--- config.mk ---
export PLATFORM = sky130hd
export DESIGN_NAME = pipeline_hazard_ctrl
export DESIGN_NICKNAME = d
export VERILOG_FILES = /design/src/rtl/pipeline_hazard_ctrl.sv
export SDC_FILE = /design/constraint.sdc
export NUM_CORES = 1
export LEC_CHECK = 0
export BUFFER_PORTS_ARGS = -buffer_cell sky130_fd_sc_hd__buf_2
export CAP_MARGIN = 15
export CORE_MARGIN = 2
export CORE_UTILIZATION = 40
export CTS_BUF_LIST = sky130_fd_sc_hd__clkbuf_4 sky130_fd_sc_hd__clkbuf_8
export CTS_CLUSTER_DIAMETER = 30
export DETAILED_ROUTE_END_ITERATION = 7
export GPL_TIMING_DRIVEN = 0
export PLACE_DENSITY_LB_ADDON = 0.12
export SLEW_MARGIN = 20
export SYNTH_ARGS = -nofsm -noshare
export SYNTH_HDL_FRONTEND = slang
export SYNTH_SLANG_ARGS = --single-unit
export TNS_END_PERCENT = 50
--- constraint.sdc ---
create_clock -name Clk -period 2.2 [get_ports Clk]
set_input_delay 0.11 -clock Clk [delete_from_list [all_inputs] [get_ports Clk]]
set_output_delay 0.11 -clock Clk [all_outputs]
set_load 0.01 [all_outputs]
--- src/rtl/pipeline_hazard_ctrl.sv ---
// Load-use, multiply-hold and branch/jump flush sequencer for the 5-stage pipeline.
// Optional statistics counters are enabled with the HAZ_STATS_EN macro.
module pipeline_hazard_ctrl #(
   parameter int unsigned MULT_LAT = 4,
   parameter int unsigned CNT_W    = 16
) (
   input  logic             Clk,
   input  logic             Reset,
   input  logic             IDEX_MemRead,
   input  logic [4:0]       IDEX_rt,
   input  logic             IDEX_MulOp,
   input  logic [4:0]       IFID_rs,
   input  logic [4:0]       IFID_rt,
   input  logic             IFID_UsesRt,
   input  logic             IFID_Jump,
   input  logic             EX_BranchTaken,
   output logic             PCWrite,
   output logic             IFID_Write,
   output logic             IFID_Flush,
   output logic             IDEX_Flush,
   output logic             EX_Hold,
   output logic             MulBusy,
   output logic [CNT_W-1:0] StallCount,
   output logic [CNT_W-1:0] FlushCount
);

   typedef enum logic [1:0] {StRun, StLuStall, StMulBusy} stateE;

   // First hold cycle is spent in StRun, so the busy phase counts down from MULT_LAT-2.
   localparam logic [3:0] CntInit = (MULT_LAT > 1) ? 4'(MULT_LAT - 2) : 4'd0;
   localparam bit         MulEn   = (MULT_LAT > 1);

   stateE      stateQ, stateD;
   logic [3:0] cntQ, cntD;
   logic       loadUse;

   assign loadUse = IDEX_MemRead && (IDEX_rt != 5'd0) &&
                    ((IDEX_rt == IFID_rs) || (IFID_UsesRt && (IDEX_rt == IFID_rt)));

   assign MulBusy = (stateQ == StMulBusy);

   always_comb begin
      PCWrite    = 1'b1;
      IFID_Write = 1'b1;
      IFID_Flush = 1'b0;
      IDEX_Flush = 1'b0;
      EX_Hold    = 1'b0;
      stateD     = stateQ;
      cntD       = cntQ;
      if (Reset) begin
         PCWrite    = 1'b0;
         IFID_Write = 1'b0;
         IFID_Flush = 1'b1;
         IDEX_Flush = 1'b1;
         stateD     = StRun;
         cntD       = 4'd0;
      end else if (EX_BranchTaken) begin
         IFID_Flush = 1'b1;
         IDEX_Flush = 1'b1;
         stateD     = StRun;
         cntD       = 4'd0;
      end else if (MulEn && (stateQ == StRun) && IDEX_MulOp) begin
         EX_Hold    = 1'b1;
         PCWrite    = 1'b0;
         IFID_Write = 1'b0;
         stateD     = StMulBusy;
         cntD       = CntInit;
      end else if (stateQ == StMulBusy) begin
         if (cntQ != 4'd0) begin
            EX_Hold    = 1'b1;
            PCWrite    = 1'b0;
            IFID_Write = 1'b0;
            cntD       = cntQ - 4'd1;
         end else begin
            stateD = StRun;
         end
      end else if (loadUse) begin
         PCWrite    = 1'b0;
         IFID_Write = 1'b0;
         IDEX_Flush = 1'b1;
         stateD     = StLuStall;
      end else begin
         stateD = StRun;
         if (IFID_Jump) begin
            IFID_Flush = 1'b1;
         end
      end
   end

   always_ff @(posedge Clk or posedge Reset) begin
      if (Reset) begin
         stateQ <= StRun;
         cntQ   <= 4'd0;
      end else begin
         stateQ <= stateD;
         cntQ   <= cntD;
      end
   end

`ifdef HAZ_STATS_EN
   logic [CNT_W-1:0] stallQ, flushQ;

   // Outside reset, IFID_Flush is raised only by a taken branch or a jump flush.
   always_ff @(posedge Clk or posedge Reset) begin
      if (Reset) begin
         stallQ <= '0;
         flushQ <= '0;
      end else begin
         if (!PCWrite && (stallQ != '1)) begin
            stallQ <= stallQ + 1'b1;
         end
         if (IFID_Flush && (flushQ != '1)) begin
            flushQ <= flushQ + 1'b1;
         end
      end
   end

   assign StallCount = stallQ;
   assign FlushCount = flushQ;
`else
   assign StallCount = '0;
   assign FlushCount = '0;
`endif

endmodule

# After elaboration in Yosys (flattened, before gate mapping)
# Cells that the tools add are included.
# totals
ff_bits	6
out_inout_bits	38
wordCells	51
# classes
n_addsub	1
n_eq_ne	4
n_mux	33
n_reduce_logical	11
# op_table
cell	count
two-way mux 1 bit	23
two-way mux 4 bit	5
nonzero test 4 bit	3
== test 5 bit	2
two-way mux 2 bit	5
!= test 5 bit, second input constant	1
nonzero test 5 bit	1
logical AND 1 bit	4
subtractor 4 x 1 -> 4 bit, second input constant	1
== test 2 bit, second input constant	1
logical NOT 2 bit	1
AND reduction 2 bit	1
logical OR 1 bit	1

# Longest topological paths before layout
# Gate-level depths: netlist of run 1.
# logic_depth
word_depth	9
ltp_mapped	7

# Worst setup path after synthesis of run 1
# Ideal clock, no wire load.
# synth_timing
kind	register to output
from	register cntQ[0]
to	output PCWrite
arrival_ps	1713
path_slack_ps	377
path_stages_with_launch	8
n_path_buf	1
cell_sequence	dfrtp_1 > inv_1 > ha_1 > or3b_1 > a21oi_1 > o21ai_0 > a21oi_1 > buf_4
# synth_via
elab_chain_len	6
# synth_rtl
item	line_no	text
start: declaration	34	logic [3:0] cntQ, cntD;
start signal: assignment	96	cntQ <= cntD;
nonzero test 4 bit	69	if (cntQ != 4'd0) begin
two-way mux 1 bit (5 in series)	-	
end: declaration	17	output logic PCWrite,
# No other way between the ends.

# Worst setup path in the final report of run 1
# layout_timing
from	register cntQ[0]
to	output PCWrite
# layout_via
elab_chain_len	6
# layout_rtl
item	line_no	text
nonzero test 4 bit	69	
two-way mux 1 bit	69	
two-way mux 1 bit	68	end else if (stateQ == StMulBusy) begin
two-way mux 1 bit	62	end else if (MulEn && (stateQ == StRun) && IDEX_MulOp) begin
two-way mux 1 bit	57	end else if (EX_BranchTaken) begin
two-way mux 1 bit	50	if (Reset) begin
# No other way between the ends.

==> results of run 1 <==
[power by group]
part | switching, mW | total (mW) | internal, mW
combinational | 0.0781 | 0.163 | 0.0847
clock | 0.0388 | 0.100 | 0.0616
sequential | 0.000953 | 0.114 | 0.113
total | 0.118 | 0.377 | 0.259
[metal layers]
metal  vias up  part of all wire
li1        371                 -
met1       271              0.38
met2        37              0.50
met3         2              0.11
met4         0             0.012
met5         -                 0
[repair_timing]
item	4_1_cts	5_1_grt
endpoints found under the setup margin	0	2
hold endpoints to repair	6	0
hold buffers	1	0
resized for setup	0	3
[stage by stage]
stage	area (um^2)	hold WS (ns)	setup WS [ns]	utilization	std cells
2_1_floorplan	876	-0.0932	0.377	-	126
3_3_place_gp	1040	0.0588	0.293	0.591	178
4_1_cts	1070	0.162	0.0197	0.609	182
3_5_place_dp	1040	0.0618	0.292	0.591	178
6_report	1090	0.169	0.135	0.617	182
5_1_grt	1090	0.193	0.00609	0.617	182
[area by class of cell]
class                           count  area [um^2]  share of cell area
Tap cell                           25         31.3              0.0287
Multi-Input combinational cell     83          475               0.437
Sequential cell                     6          150               0.138
Buffer                             34          253               0.232
Inverter                            3         11.3              0.0103
Timing Repair Buffer               28          145               0.133
Clock buffer                        3         22.5              0.0207
[cell usage after synthesis]
master / n / area [um^2]
xor2_1: 2 / 17.5
o22ai_1: 1 / 6.26
mux2i_1: 1 / 10.0
nand2_1: 3 / 11.3
buf_4: 33 / 248
or4_4: 1 / 11.3
conb_1: 1 / 3.75
inv_1: 3 / 11.3
nor3b_1: 1 / 7.51
xnor2_1: 11 / 96.3
o22a_1: 1 / 8.76
or3_2: 1 / 7.51
a21oi_1: 4 / 20.0
dfrtp_1: 6 / 150
nand3_1: 3 / 15.0
or2_1: 1 / 6.26
nor2_1: 8 / 30.0
o21ai_2: 1 / 8.76
nand2b_1: 1 / 6.26
o21ai_1: 1 / 5.00
nor3_1: 3 / 15.0
or3b_1: 1 / 8.76
ha_1: 2 / 25.0
o21ai_0: 1 / 5.00
nor2b_1: 1 / 6.26
o21a_1: 1 / 7.51
nand4_1: 1 / 6.26
buf_2: 1 / 5.00
[sequential cells by signal (all words and copies together), names as in the netlist]
register  cells
cntQ          4
stateQ        2
[placed cells by master (no fill, tap or decap), types with 6 or more instances in the layout]
master / n
conb_1: 32
nor2_1: 8
dfrtp_1: 6
xnor2_1: 11
buf_4: 33
buf_2: 28
[kinds of logic (layout without fill, tap and decap cells)]
kind of cell	after synthesis	after routing	synth area share
AND/OR/NAND/NOR	25	25	0.173
AO/OA/AOI/OAI	10	10	0.0807
buffers and inverters	37	68	0.348
adder cells (fa/ha/maj)	2	2	0.0329
XOR/XNOR	13	13	0.150
flip-flops	6	6	0.198
multiplexers	1	1	0.0132
other	1	32	0.00494
[worst register-to-register path, delay by kind of cell, from the launching register on]
kind | cells | cell delay (ns)
AO/OA/AOI/OAI | 1 | 0.12
adder cells (fa/ha/maj) | 1 | 0.15
buffers and inverters | 1 | 0.12
flip-flops | 1 | 0.36
multiplexers | 1 | 0.19
AND/OR/NAND/NOR | 2 | 0.54
[worst max-delay path by stage]
stage,end,slack [ns]
floorplan,PCWrite,0.38
CTS,PCWrite,0.02
finish,PCWrite,0.14
global route,PCWrite,0.006
detailed placement,PCWrite,0.29
global placement,PCWrite,0.29
==> impl_metrics.json, run 1 <==
{
  "cts_buffers": 3,
  "crit_arrival_ns": 1.95,
  "cts_tree": "yes",
  "vdd_drop_max_v": 0.000229,
  "first_global_vias": 565,
  "grt_use_met3": 0.0377,
  "pin_count": 60,
  "worst_slew_pin_slew_ns": 0.683,
  "drc": 0,
  "hp-start": "EX_BranchTaken",
  "start_kind": "flop",
  "post_drt_wl_per_cell_um": 7.69,
  "tns_ns": 0,
  "area_delta_synth_final_pct": 43.3,
  "slowest_stage": "or3b_4",
  "ys_seq_area_frac": 0.198,
  "ctsRootBufferMaster": "clkbuf_4",
  "min_path_type": "in -> reg",
  "grt_antenna_before_repair": 0,
  "wl_mm": 1.40,
  "drt_iter0_markers": 2,
  "status": "complete, no violations",
  "synthesis.instances": 95,
  "cts_setup_buffers": 0,
  "clock_latency_ns": 0.24,
  "die_width_um": 47.6,
  "clock_sinks": 6,
  "cp_slowest_stage_delay_ns": 0.41,
  "fin_crit_sh": 0.939,
  "path_buf_inv": 3,
  "die_area_mm2": 0.00226,
  "path_cells": "inv_1 -> ha_1 -> or3b_4 -> a21oi_4 -> o21ai_0 -> a21oi_1 -> buf_4 -> buf_2",
  "slew_viol_final": 0,
  "grt_max_degree": 9,
  "cp.depth": 8,
  "netlist-cell-type-count": 28,
  "busiest_layer": "met2",
  "die_y_um": 47.6,
  "synth_area_um2": 759,
  "nFillCells": 183,
  "yosysWarnings": 0,
  "clk_pin_slew_ns": 0.04,
  "post-route-min-period_ns": 2.06,
  "critPathTopFamily": "compound AO/OA/AOI/OAI gates",
  "htree_levels": 1,
  "r2r_slack_ns": 0.66,
  "fp-row-count": 15,
  "finalSetupViolCount": 0,
  "routed_via_density": 3.74,
  "grt_use_total": 0.131,
  "antenna_left": 0,
  "fin_worst_skew_ns": 0.000382,
  "relSlewSlack": 0.544,
  "routabilityCongestion": 0.766,
  "coreArea_mm2": 0.00176,
  "grt.overflow.total": 0,
  "cap_viol_max_count": 0,
  "rr_worst_depth": 6,
  "cp.required_ns": 2.09,
  "setup.worst_path.class": "reg -> out",
  "initial_utilization": 0.430,
  "grt_pass1_wl_mm": 2.14,
  "first_pass_iters": 4,
  "avgSynthCellArea_um2": 7.99,
  "yosys_register_bits": 6,
  "reg2reg_to": "cntQ[1]",
  "cp_max_fo": 4,
  "fmax_mhz": 484,
  "nNetsFinal": 183,
  "end_kind": "output port",
  "min_to": "cntQ[1]",
  "rsz0062_at_grt": "no",
  "hpwlAfterDp_mm": 1.27,
  "leakage_nw": 0.615,
  "startpoint": "cntQ[0]",
  "vias": 681,
  "cts_buffer_depth": 2,
  "cellPowerDensity_mw_per_mm2": 346,
  "diodes": 0,
  "met2_usage": 0.232,
  "hold_violations": 0,
  "power_mw": 0.377,
  "drive_gt1_frac": 0.439,
  "holdPathStages": 3,
  "met1_usage": 0.149,
  "place.port_buffers": 27,
  "r2r_start": "cntQ[0]"
}
Power figures use the tool's default switching activity.
==> run 2, diff against run 1 <==
--- a/config.mk
+++ b/config.mk
@@ -8,12 +8,13 @@
 export BUFFER_PORTS_ARGS = -buffer_cell sky130_fd_sc_hd__buf_2
 export CAP_MARGIN = 15
 export CORE_MARGIN = 2
-export CORE_UTILIZATION = 40
+export CORE_UTILIZATION = 36
 export CTS_BUF_LIST = sky130_fd_sc_hd__clkbuf_4 sky130_fd_sc_hd__clkbuf_8
 export CTS_CLUSTER_DIAMETER = 30
 export DETAILED_ROUTE_END_ITERATION = 7
 export GPL_TIMING_DRIVEN = 0
 export PLACE_DENSITY_LB_ADDON = 0.12
+export REMOVE_ABC_BUFFERS = 1
 export SLEW_MARGIN = 20
 export SYNTH_ARGS = -nofsm -noshare
 export SYNTH_HDL_FRONTEND = slang
==> constraint.sdc (replaced) <==
create_clock -name Clk -period 1.8 [get_ports Clk]
set_input_delay 0.09 -clock Clk [delete_from_list [all_inputs] [get_ports Clk]]
set_output_delay 0.09 -clock Clk [all_outputs]
set_load 0.01 [all_outputs]
==> impl_metrics.json, run 2 (synthesis results as in run 1) <==
{
  "fin_crit_sh": 1.01,
  "drive_gt1_frac": 0.352,
  "routed_via_density": 3.97,
  "cellPowerDensity_mw_per_mm2": 470,
  "dpl_cell_area_um2": 792,
  "layout_common_cells": "conb_1, buf_2, xnor2_1, nor2_1, dfrtp_1",
  "initial_utilization": 0.383,
  "place.port_buffers": 27,
  "htree_levels": 1,
  "fp-row-count": 16,
  "vias": 616,
  "fin_worst_skew_ns": 0.00577,
  "routabilityCongestion": 0.693,
  "largest_register": "cntQ",
  "grt_max_degree": 9,
  "cap_viol_max_count": 0,
  "post-route-min-period_ns": 1.82,
  "die_area_mm2": 0.00249,
  "first_global_vias": 506,
  "cts_buffers": 3,
  "grt_use_total": 0.108,
  "finalSetupViolCount": 2,
  "die_width_um": 49.9,
  "diodes": 0,
  "status": "complete, but fails checks",
  "fin_area_um2": 888,
  "die_y_um": 49.9,
  "dp_worst_setup_slack_ns": -0.00598,
  "drc": 0,
  "coreArea_mm2": 0.00198,
  "pin_count": 60,
  "final_common_cell": "conb_1",
  "area_delta_synth_final_pct": 17.0,
  "start_kind": "flop",
  "cp.required_ns": 1.71,
  "grt_antenna_before_repair": 0,
  "cts_buffer_depth": 2,
  "min_path_type": "in -> reg",
  "end_kind": "output port",
  "clk_pin_slew_ns": 0.05,
  "vdd_drop_max_v": 0.000161,
  "hold_violations": 0,
  "hpwlAfterDp_mm": 1.11,
  "power_mw": 0.418,
  "cts_tree": "yes",
  "crit_arrival_ns": 1.73,
  "post-route-util": 0.448,
  "clock_latency_ns": 0.25,
  "antenna_left": 0,
  "clock_sinks": 6,
  "drt_iter0_markers": 5,
  "fin_cells": 155,
  "grt_pass1_wl_mm": 1.99,
  "cp_max_fo": 2,
  "relSlewSlack": 0.587,
  "slew_viol_final": 0,
  "grt.overflow.total": 0,
  "nNetsFinal": 154,
  "fmax_mhz": 548,
  "wl_mm": 1.29,
  "finalWorstSetupSlack_ns": -0.0236,
  "reg_top3": "cntQ (4), stateQ (2)",
  "largest_reg_flops": 4,
  "worst_slew_pin_slew_ns": 0.618,
  "violations": "negative setup slack",
  "place_inst": 146,
  "setup.worst_path.class": "reg -> out",
  "rsz0062_at_grt": "yes",
  "ctsRootBufferMaster": "clkbuf_4",
  "first_pass_iters": 4,
  "leakage_nw": 0.459,
  "post_drt_wl_per_cell_um": 8.31
}
run 2: timing repair:
action                     in CTS  in global routing
pin swaps                       1                  1
hold endpoints to repair        6                  0
buffers inserted                4                  1
resized for setup               6                  3
setup endpoints to repair       3                  5
hold buffers                    1                  0
run 2: through the flow:
step	setup TNS [ns]	hold slack, ns
after global routing	-0.211	0.202
after CTS	-0.0959	0.157
after global placement	-0.0118	0.0512
after detailed placement	-0.0118	0.0448
after floorplan	0	-0.113
final	-0.0468	0.169
run 2: path summary, 6_finish.rpt:
path / startpoint / to / slack, ns / depth (start not counted)
worst max-delay path: cntQ[0] / IFID_Write / -0.02 / 7
worst min-delay path: EX_BranchTaken / cntQ[1] / 0.17 / 3
worst max register to register: cntQ[0] / cntQ[1] / 0.21 / 7
worst min register to register: cntQ[2] / cntQ[2] / 0.56 / 2
max in group asynchronous: Reset / cntQ[0] / 1.25 / 3
min in group asynchronous: Reset / stateQ[0] / 0.33 / 3
run 2: critical path, stage by stage (launching register included):
cell	delay, ns
dfrtp_1	0.38
inv_2	0.06
ha_1	0.12
or3b_4	0.40
a21oi_4	0.17
o21ai_2	0.07
a21oi_2	0.13
buf_2	0.15
run 2: report_power, final:
group	switching (mW)	internal, mW
combinational	0.0890	0.0637
clock	0.0503	0.0755
sequential	0.00150	0.138
total	0.141	0.277
run 2: layer usage:
metal | wire length (um) | GRT usage | up-vias
li1 | - | - | 310
met1 | 463 | 0.122 | 267
met2 | 658 | 0.169 | 36
met3 | 139 | 0.0303 | 3
met4 | 27 | 0.0833 | 0
met5 | 0 | 0 | -
run 2: cell type report:
cell class                 count  area [um^2]
tap                           27         33.8
sequential                     6          150
fill                         209         1090
timing repair buffer          33          183
clock buffer                   3         22.5
multi-input combinational     83          488
inverter                       3         11.3
